## config.mk

```make
export PLATFORM = sky130hd
export DESIGN_NAME = rs_syndrome_calc
export DESIGN_NICKNAME = d
export VERILOG_FILES = /design/src/rtl/rs_pkg.sv /design/src/rtl/gf256_const_mul.sv /design/src/rtl/rs_syndrome_calc.sv
export SDC_FILE = /design/constraint.sdc
export NUM_CORES = 1
export LEC_CHECK = 0
export CAP_MARGIN = 20
export CORE_ASPECT_RATIO = 1.2
export CORE_MARGIN = 2
export CORE_UTILIZATION = 30
export DETAILED_ROUTE_END_ITERATION = 8
export PLACE_DENSITY = 0.48
export RECOVER_POWER = 25
export SLEW_MARGIN = 20
export SYNTH_ARGS = -nofsm -noshare
export SYNTH_HDL_FRONTEND = slang
export SYNTH_SLANG_ARGS = --single-unit
export TNS_END_PERCENT = 1
```

## constraint.sdc

```tcl
create_clock -name clk -period 9.85 [get_ports clk]
set_input_delay 1.97 -clock clk [delete_from_list [all_inputs] [get_ports clk]]
set_output_delay 1.97 -clock clk [all_outputs]
set_load 0.03 [all_outputs]
```

## src/rtl/rs_pkg.sv

```systemverilog
// Purpose : shared constants and GF(2^8) constant-multiply helpers for the RS syndrome stage.
// Contents: default code geometry (RS_N/RS_K), default field polynomial, xtime,
//           gf_mul_const (x * alpha^power) and alpha_pow (alpha^power).
package rs_pkg;

    localparam int          RS_N            = 204;
    localparam int          RS_K            = 188;
    localparam logic [8:0]  GF_POLY_DEFAULT = 9'h11D;

    // Multiply by alpha (0x02): shift left, reduce with the low byte of the polynomial.
    function automatic logic [7:0] xtime(input logic [7:0] x, input logic [8:0] poly);
        logic [8:0] t;
        t = {x, 1'b0} ^ (x[7] ? poly : 9'h000);
        return t[7:0];
    endfunction

    // x * alpha^power. With a constant power this unrolls into a pure XOR network.
    function automatic logic [7:0] gf_mul_const(input logic [7:0] x, input int power,
                                                input logic [8:0] poly);
        logic [7:0] r;
        r = x;
        for (int i = 0; i < 255; i++) begin
            if (i < power) r = xtime(r, poly);
        end
        return r;
    endfunction

    function automatic logic [7:0] alpha_pow(input int power, input logic [8:0] poly);
        return gf_mul_const(8'h01, power, poly);
    endfunction

endpackage

```

## src/rtl/gf256_const_mul.sv

```systemverilog
// Purpose : combinational GF(2^8) multiply by the constant alpha^POWER.
// Ports   : din (8b operand) -> dout (8b product); no clock, no state.
// Params  : POWER (exponent of alpha), GF_POLY (field generator polynomial).
module gf256_const_mul
    import rs_pkg::*;
#(
    parameter int         POWER   = 1,
    parameter logic [8:0] GF_POLY = GF_POLY_DEFAULT
) (
    input  logic [7:0] din,
    output logic [7:0] dout
);

    assign dout = gf_mul_const(din, POWER, GF_POLY);

endmodule

```

## src/rtl/rs_syndrome_calc.sv

```systemverilog
// Purpose : byte-serial RS syndrome stage; Horner-evaluates S_j = r(alpha^j), j=0..N-K-1,
//           and holds each codeword's syndromes for the key-equation stage.
// Ports   : clk, reset (async, active high), CE/input_byte in; syn/syn_valid/syn_zero/
//           overrun out, syn_ack in. Macro RS_SYN_SOF_EN adds sof in and sync_err out.
// Timing  : results registered on the edge sampling byte N-1; one byte per clock, any CE pattern.
module rs_syndrome_calc
    import rs_pkg::*;
#(
    parameter int         N       = RS_N,
    parameter int         K       = RS_K,
    parameter logic [8:0] GF_POLY = GF_POLY_DEFAULT
) (
    input  logic                 clk,
    input  logic                 reset,
    input  logic                 CE,
    input  logic [7:0]           input_byte,
    output logic [8*(N-K)-1:0]   syn,
    output logic                 syn_valid,
    input  logic                 syn_ack,
    output logic                 syn_zero,
    output logic                 overrun
`ifdef RS_SYN_SOF_EN
    ,
    input  logic                 sof,
    output logic                 sync_err
`endif
);

    localparam int         T2   = N - K;
    localparam logic [7:0] LAST = 8'(N - 1);

    logic [7:0]          cnt;
    logic [T2-1:0][7:0]  acc;
    logic [T2-1:0][7:0]  prod;
    logic [T2-1:0][7:0]  nxt;
    logic                sof_hit;
    logic                last;
    logic                capture;

    // One constant multiplier per syndrome; its output feeds both the running
    // update and the final capture, which differ only in where the result goes.
    for (genvar j = 0; j < T2; j++) begin : g_mul
        gf256_const_mul #(.POWER(j), .GF_POLY(GF_POLY)) u_mul (
            .din  (acc[j]),
            .dout (prod[j])
        );
        assign nxt[j] = prod[j] ^ input_byte;
    end

`ifdef RS_SYN_SOF_EN
    assign sof_hit = CE & sof;
`else
    assign sof_hit = 1'b0;
`endif

    assign last    = (cnt == LAST);
    // A forced start of frame discards the partial codeword, so it never captures.
    assign capture = CE & last & ~sof_hit;

    always_ff @(posedge clk or posedge reset) begin
        if (reset) begin
            cnt       <= 8'd0;
            acc       <= '0;
            syn       <= '0;
            syn_valid <= 1'b0;
            syn_zero  <= 1'b0;
            overrun   <= 1'b0;
`ifdef RS_SYN_SOF_EN
            sync_err  <= 1'b0;
`endif
        end else begin
            if (CE) begin
                if (sof_hit || cnt == 8'd0) begin
                    acc <= {T2{input_byte}};
                    cnt <= 8'd1;
                end else begin
                    acc <= nxt;
                    cnt <= last ? 8'd0 : cnt + 8'd1;
                end
            end

            // Capture beats a same-cycle ack; an unacked result being replaced is an overrun.
            if (capture) begin
                syn       <= nxt;
                syn_zero  <= (nxt == '0);
                syn_valid <= 1'b1;
                if (syn_valid && !syn_ack) overrun <= 1'b1;
            end else if (syn_valid && syn_ack) begin
                syn_valid <= 1'b0;
            end

`ifdef RS_SYN_SOF_EN
            sync_err <= sof_hit && (cnt != 8'd0);
`endif
        end
    end

endmodule

```

==> flow_metrics.py, run 1 <==
metrics = {
    "outcome": {
        "outcome": "complete, but fails checks",
        "violations": "max-capacitance violations, max-slew violations",
    },
    "worst_setup_path": {
        "worstSetupPathType": "input port to flop",
        "required_ps": 10340,
        "crit_arrival_ps": 7340,
        "start_kind": "input port",
        "r2r-end": "syn[69]$_DFFE_PP0P_",
        "cp_max_fo": 57,
        "r2r_cells": 5,
        "r2r-start": "cnt[2]$_DFFE_PP0P_",
        "reg2reg_slack_ps": 5070,
        "endpoint_kind": "flop",
    },
    "global_routing": {
        "grt_use_total_pct": 20.5,
        "grt_max_degree": 217,
        "first_global_vias": 12000,
        "antenna_found_initial": 2,
        "globalRouteOverflowTotal": 0,
        "grt_pass1_wl_um": 80700,
    },
    "clocking": {
        "h-tree-depth": 1,
        "cts_buffers": 31,
        "clkTransAtPathRegs_ps": 60,
        "clock_latency_ps": 600,
        "cts_buffer_depth": 3,
        "cts_tree": "built",
        "root_buffer": "clkbuf_16",
        "clkSinkCount": 267,
        "post_cts_resized": 0,
        "cts_setup_buffers": 0,
        "holdBufCountCts": 0,
    },
    "floorplanning": {
        "core-area_sq_um": 49200,
        "start_util_pct": 30.4,
        "dieArea_sq_um": 51700,
        "pin_count": 143,
        "fp.dieW_um": 208,
        "rows": 89,
        "die-height_um": 249,
    },
    "sta": {
        "tightest_slew_ps": 5160,
        "hold_violations": 0,
        "fin_worst_skew_ps": 39.7,
        "fmax_mhz": 146,
        "setup_viol": 0,
        "rsz0062_at_grt": "false",
        "min_period_ps": 6850,
        "period_share_pct": 69.5,
        "slew_violations": 210,
        "slew_headroom_pct": -246,
        "setup_tns_ps": 0,
    },
    "final_layout": {
        "syn2layout_area_growth_pct": 19.9,
        "fillerInstances": 5015,
        "drive_gt1_share_pct": 4.94,
        "final_nets": 1750,
    },
    "synth": {
        "synth_top_area_share_pct": 44.7,
        "ys_types": 52,
        "synthTopCellsByArea": "dfrtp_1 (45%), xnor2_1 (15%), a21oi_1 (5.9%)",
        "synth_ff_type": "dfrtp_1",
        "netlist_top_cells_count": "dfrtp_1 (267), xnor2_1 (251), nand2_1 (233)",
        "yosysWarnings": 0,
        "syn_area_sq_um": 15000,
        "ys_async_sr_fraction_pct": 100,
        "yosysMostFrequentCell": "dfrtp_1",
        "syn_nets": 1679,
        "synth-seq-area-share_pct": 44.7,
        "ys_ff_latch": 267,
        "synthCells": 1665,
        "synth_largest_area_cell": "dfrtp_1",
        "synth_edf_count": 0,
        "syn_avg_cell_area_sq_um": 8.98,
    },
    "pwr": {
        "internal_power_mw": 3.88,
        "clock_power_share_pct": 16.6,
        "switchingPower_mw": 3.62,
        "netSwitchingFraction_pct": 48.3,
        "leakage_nw": 7.67,
        "comb_power_share_pct": 59.0,
        "p_per_area_nw_per_um2": 418,
        "irDropWorstVdd_uv": 184,
        "seqPwrFrac_pct": 24.4,
        "power_mw": 7.50,
    },
    "place": {
        "portBuffers": 142,
        "gp_congestion": 0.882,
        "place_hpwl_um": 36700,
    },
    "route": {
        "viasPerCell": 4.99,
        "wl_per_cell_um": 22.4,
        "postRouteAntennaNets": 0,
        "finalWirelength_um": 53700,
        "detailroute.via_count": 12000,
        "drtIter0Drc": 998,
        "dr.pass1.iters": 5,
        "drc": 0,
    },
    "worst_hold_path": {
        "hold_depth": 2,
        "worstHoldEndpoint": "syn[77]$_DFFE_PP0P_",
        "min-delay-start": "syn[77]$_DFFE_PP0P_",
        "hold_class": "flop to flop",
    },
    "flow_run": {
        "max_cap_violations": 3,
    },
}
## worst max-delay path by stage
stage,startpoint,end,slack [ps],cells after the start
6_report,CE,syn[69]$_DFFE_PP0P_,3000,6
5_1_grt,CE,syn[69]$_DFFE_PP0P_,2660,6
4_1_cts,input_byte[4],syn_zero$_DFFE_PP0P_,5390,9
3_5_place_dp,input_byte[4],syn_zero$_DFFE_PP0P_,4820,9
3_3_place_gp,input_byte[4],syn_zero$_DFFE_PP0P_,4840,9
2_1_floorplan,reset,acc[0]$_DFFE_PP0P_,530,1
## logic make-up (layout without fill, tap and decap cells)
kind of cell               Yosys count  count (layout)  synth area share, %
and+or+nand+nor                    544             544                 15.3
muxes                               18              18                 1.27
xor gates and xnor gates           353             353                 22.7
buffers and inverters              166             261                 4.28
AOI/OAI and AO/OA                  315             315                 11.6
DFF                                267             267                 44.7
adders and majority gates            2               2                0.167
other                                0               1                    0
## power by group through the flow
stage	clock network, mW	registers (mW)	logic [mW]
final	1.25	1.83	4.42
after global routing	1.32	1.88	4.76
after CTS	1.28	1.82	4.41
after detailed placement	0	1.84	4.38
after global placement	0	1.83	4.37
after floorplan	0	1.64	3.19
## layout make-up
| cell class | instances | area [sq um] | area share [%] |
|---|---|---|---|
| multi-input cells | 1232 | 7640 | 42.6 |
| flip-flops and latches | 267 | 6680 | 37.3 |
| repair buffers | 162 | 1570 | 8.74 |
| clock buffers | 43 | 871 | 4.86 |
| well taps | 637 | 797 | 4.45 |
| clock inverters | 14 | 209 | 1.17 |
| inverters | 42 | 159 | 0.886 |
| diodes | 1 | 2.50 | 0.0140 |
## sequential cells by signal, indices dropped and copies added, names as in the netlist
register and flops:
overrun 1, cnt 8, syn 128, syn_valid 1, syn_zero 1, acc 128
## critical path: stages
cell and delay (ps):
clkbuf_1 1500, nand2_1 230, and3b_1 560, clkbuf_1 2140
nand2_1 630, nand2_1 220
## per-layer routing
metal / routed length [um] / global-route usage [%] / vias up
li1: - / - / 5627
met1: 22700 / 26.7 / 5886
met2: 26400 / 34.9 / 363
met3: 2700 / 2.74 / 82
met4: 1880 / 7.36 / 2
met5: 12 / 0 / -
## placed cells by master (no fill, tap or decap), types with 24 or more instances in the layout
cell type,n
clkbuf_16,31
a21oi_1,176
nand2_1,232
xnor2_1,251
nor2_1,206
clkdlybuf4s50_1,137
dfrtp_1,267
o21ai_0,65
xor2_1,79
inv_1,40
nand3_1,24
## metrics by stage
stage	util (%)	std cells	hold slack, ps	area [sq um]	worst slack, ps
finish	36.4	2398	466	17900	3000
global route	36.4	2397	490	17900	2660
CTS	36.5	2397	471	18000	5390
detailed placement	34.3	2340	457	16900	4820
global placement	34.3	2339	448	16900	4840
floorplan	-	1665	457	15000	526
No activity file was read; power rests on OpenSTA's default activity.
==> run 2: changes to the inputs <==
- clock period: 9.85 -> 5.7 ns (I/O delays scaled with it)
==> run 2 against run 1 <==
The flow still finishes with violations (max-capacitance violations, max-slew violations); critical path depth rose by 1; sequential cell count did not move; worst hold slack got worse by 1.5 ps; clock power rose by 66%; sequential share of layout area fell by 0.096 points; worst setup slack got worse by 1000 ps; cell count rose by 0.17%; clock-buffer cell count did not move; design area rose by 0.26%; global-route usage rose by 0.42 points; via count rose by 1.3%; combinational power rose by 76%.
==> flow_metrics.py, run 2 (synthesis gave the netlist of run 1 again) <==
metrics = {
    "clocking": {
        "clkSinkCount": 267,
        "root_buffer": "clkbuf_16",
        "cts_setup_buffers": 0,
        "cts_buffer_depth": 3,
        "cts_tree": "built",
        "post_cts_resized": 0,
        "clock_latency_ps": 580,
        "cts_buffers": 31,
        "holdBufCountCts": 0,
        "h-tree-depth": 1,
        "clkTransAtPathRegs_ps": 60,
    },
    "sta": {
        "tightest_slew_ps": 2160,
        "rsz0062_at_grt": "false",
        "slew_headroom_pct": -44.2,
        "fmax_mhz": 270,
        "setup_tns_ps": 0,
        "slew_violations": 120,
        "period_share_pct": 65.0,
        "min_period_ps": 3710,
        "worst_slack_ps": 1990,
        "setup_viol": 0,
        "fin_worst_skew_ps": 21.7,
        "hold_violations": 0,
    },
    "place": {
        "place_inst": 2350,
        "place_hpwl_um": 39000,
        "gp_congestion": 0.893,
        "portBuffers": 142,
        "dpl_worst_slack_ps": 1450,
    },
    "outcome": {
        "violations": "max-capacitance violations, max-slew violations",
        "outcome": "complete, but fails checks",
    },
    "route": {
        "dr.pass1.iters": 5,
        "wl_per_cell_um": 23.0,
        "viasPerCell": 5.04,
        "drc": 0,
        "detailroute.via_count": 12100,
        "finalWirelength_um": 55200,
        "drtIter0Drc": 895,
        "postRouteAntennaNets": 0,
    },
    "floorplanning": {
        "core-area_sq_um": 49200,
        "start_util_pct": 30.4,
        "fp.dieW_um": 208,
        "pin_count": 143,
        "rows": 89,
        "dieArea_sq_um": 51700,
        "die-height_um": 249,
    },
    "global_routing": {
        "grt_max_degree": 132,
        "globalRouteOverflowTotal": 0,
        "grt_pass1_wl_um": 82100,
        "first_global_vias": 12000,
        "grt_use_total_pct": 21.0,
        "antenna_found_initial": 0,
    },
    "final_layout": {
        "syn2layout_area_growth_pct": 20.2,
        "final_common_cell": "dfrtp_1",
        "diodes": 0,
        "post-route-util_pct": 36.5,
        "final_cell_mix": "dfrtp_1 (267), xnor2_1 (251), nand2_1 (232), nor2_1 (206), a21oi_1 (176)",
        "final_nets": 1760,
        "drive_gt1_share_pct": 5.72,
        "fillerInstances": 4982,
        "finalNonFillerCells": 2402,
        "reg_top3": "acc x128, syn x128, cnt x8",
    },
    "worst_setup_path": {
        "endpoint_kind": "flop",
        "worst_path_max_delay_cell": "nor2_1",
        "cpLargestDelayFamily": "simple AND/OR/NAND/NOR gates",
        "start_kind": "flop",
        "critPathBufInv": 1,
        "worstSetupPathType": "flop to flop",
        "max_stage_delay_ps": 1010,
        "path_cells": "inv_1 > ha_1 > nor4b_1 > nand2_2 > nor2_1 > a21oi_1 > mux2_2",
        "reg2reg_slack_ps": 1990,
        "cp_max_fo": 30,
        "crit_arrival_ps": 4170,
        "required_ps": 6160,
    },
    "pwr": {
        "leakage_nw": 7.73,
        "p_per_area_nw_per_um2": 724,
        "irDropWorstVdd_uv": 298,
    },
    "flow_run": {
        "max_cap_violations": 2,
    },
    "worst_hold_path": {
        "hold_class": "flop to flop",
    },
}
run 2: final timing paths:
kind,start,end,cells after the start
max,cnt[0]$_DFFE_PP0P_,acc[71]$_DFFE_PP0P_,7
min,syn[118]$_DFFE_PP0P_,syn[118]$_DFFE_PP0P_,2
max reg2reg,cnt[0]$_DFFE_PP0P_,acc[71]$_DFFE_PP0P_,7
min reg2reg,syn[118]$_DFFE_PP0P_,syn[118]$_DFFE_PP0P_,2
max in group asynchronous,reset,acc[7]$_DFFE_PP0P_,3
min in group asynchronous,reset,syn[93]$_DFFE_PP0P_,2
run 2: cell type report:
type,count,area (sq um),area share (%)
sequential,267,6680,37.2
timing repair buffer,172,1650,9.16
clock inverter,9,124,0.689
multi-input combinational,1232,7650,42.5
clock buffer,43,921,5.12
tap,637,797,4.43
inverter,42,159,0.884
run 2: power breakdown:
group | internal, mW | switching, mW
clock | 1.25 | 0.830
sequential | 2.40 | 0.779
combinational | 3.02 | 4.75
run 2: layer usage:
layer  share of wire [%]  track usage (%)
met3                 5.4             2.96
met1                  42             27.1
met4                 4.7             9.18
met2                  48             35.0
met5                   0                0
run 2: metrics by stage:
step / hold slack (ps) / instance area (sq um) / power, mW
final: 465 / 18000 / 13.0
after global routing: 492 / 18000 / 13.8
after CTS: 474 / 18000 / 13.1
after detailed placement: 460 / 17000 / 10.9
after global placement: 453 / 17000 / 10.9
after floorplan: 457 / 15000 / 8.35
run 2: tightest hold or removal path, stage by stage (launching register included):
cell and delay [ps]:
dfrtp_1 340, nand2_1 50, nand2_1 50
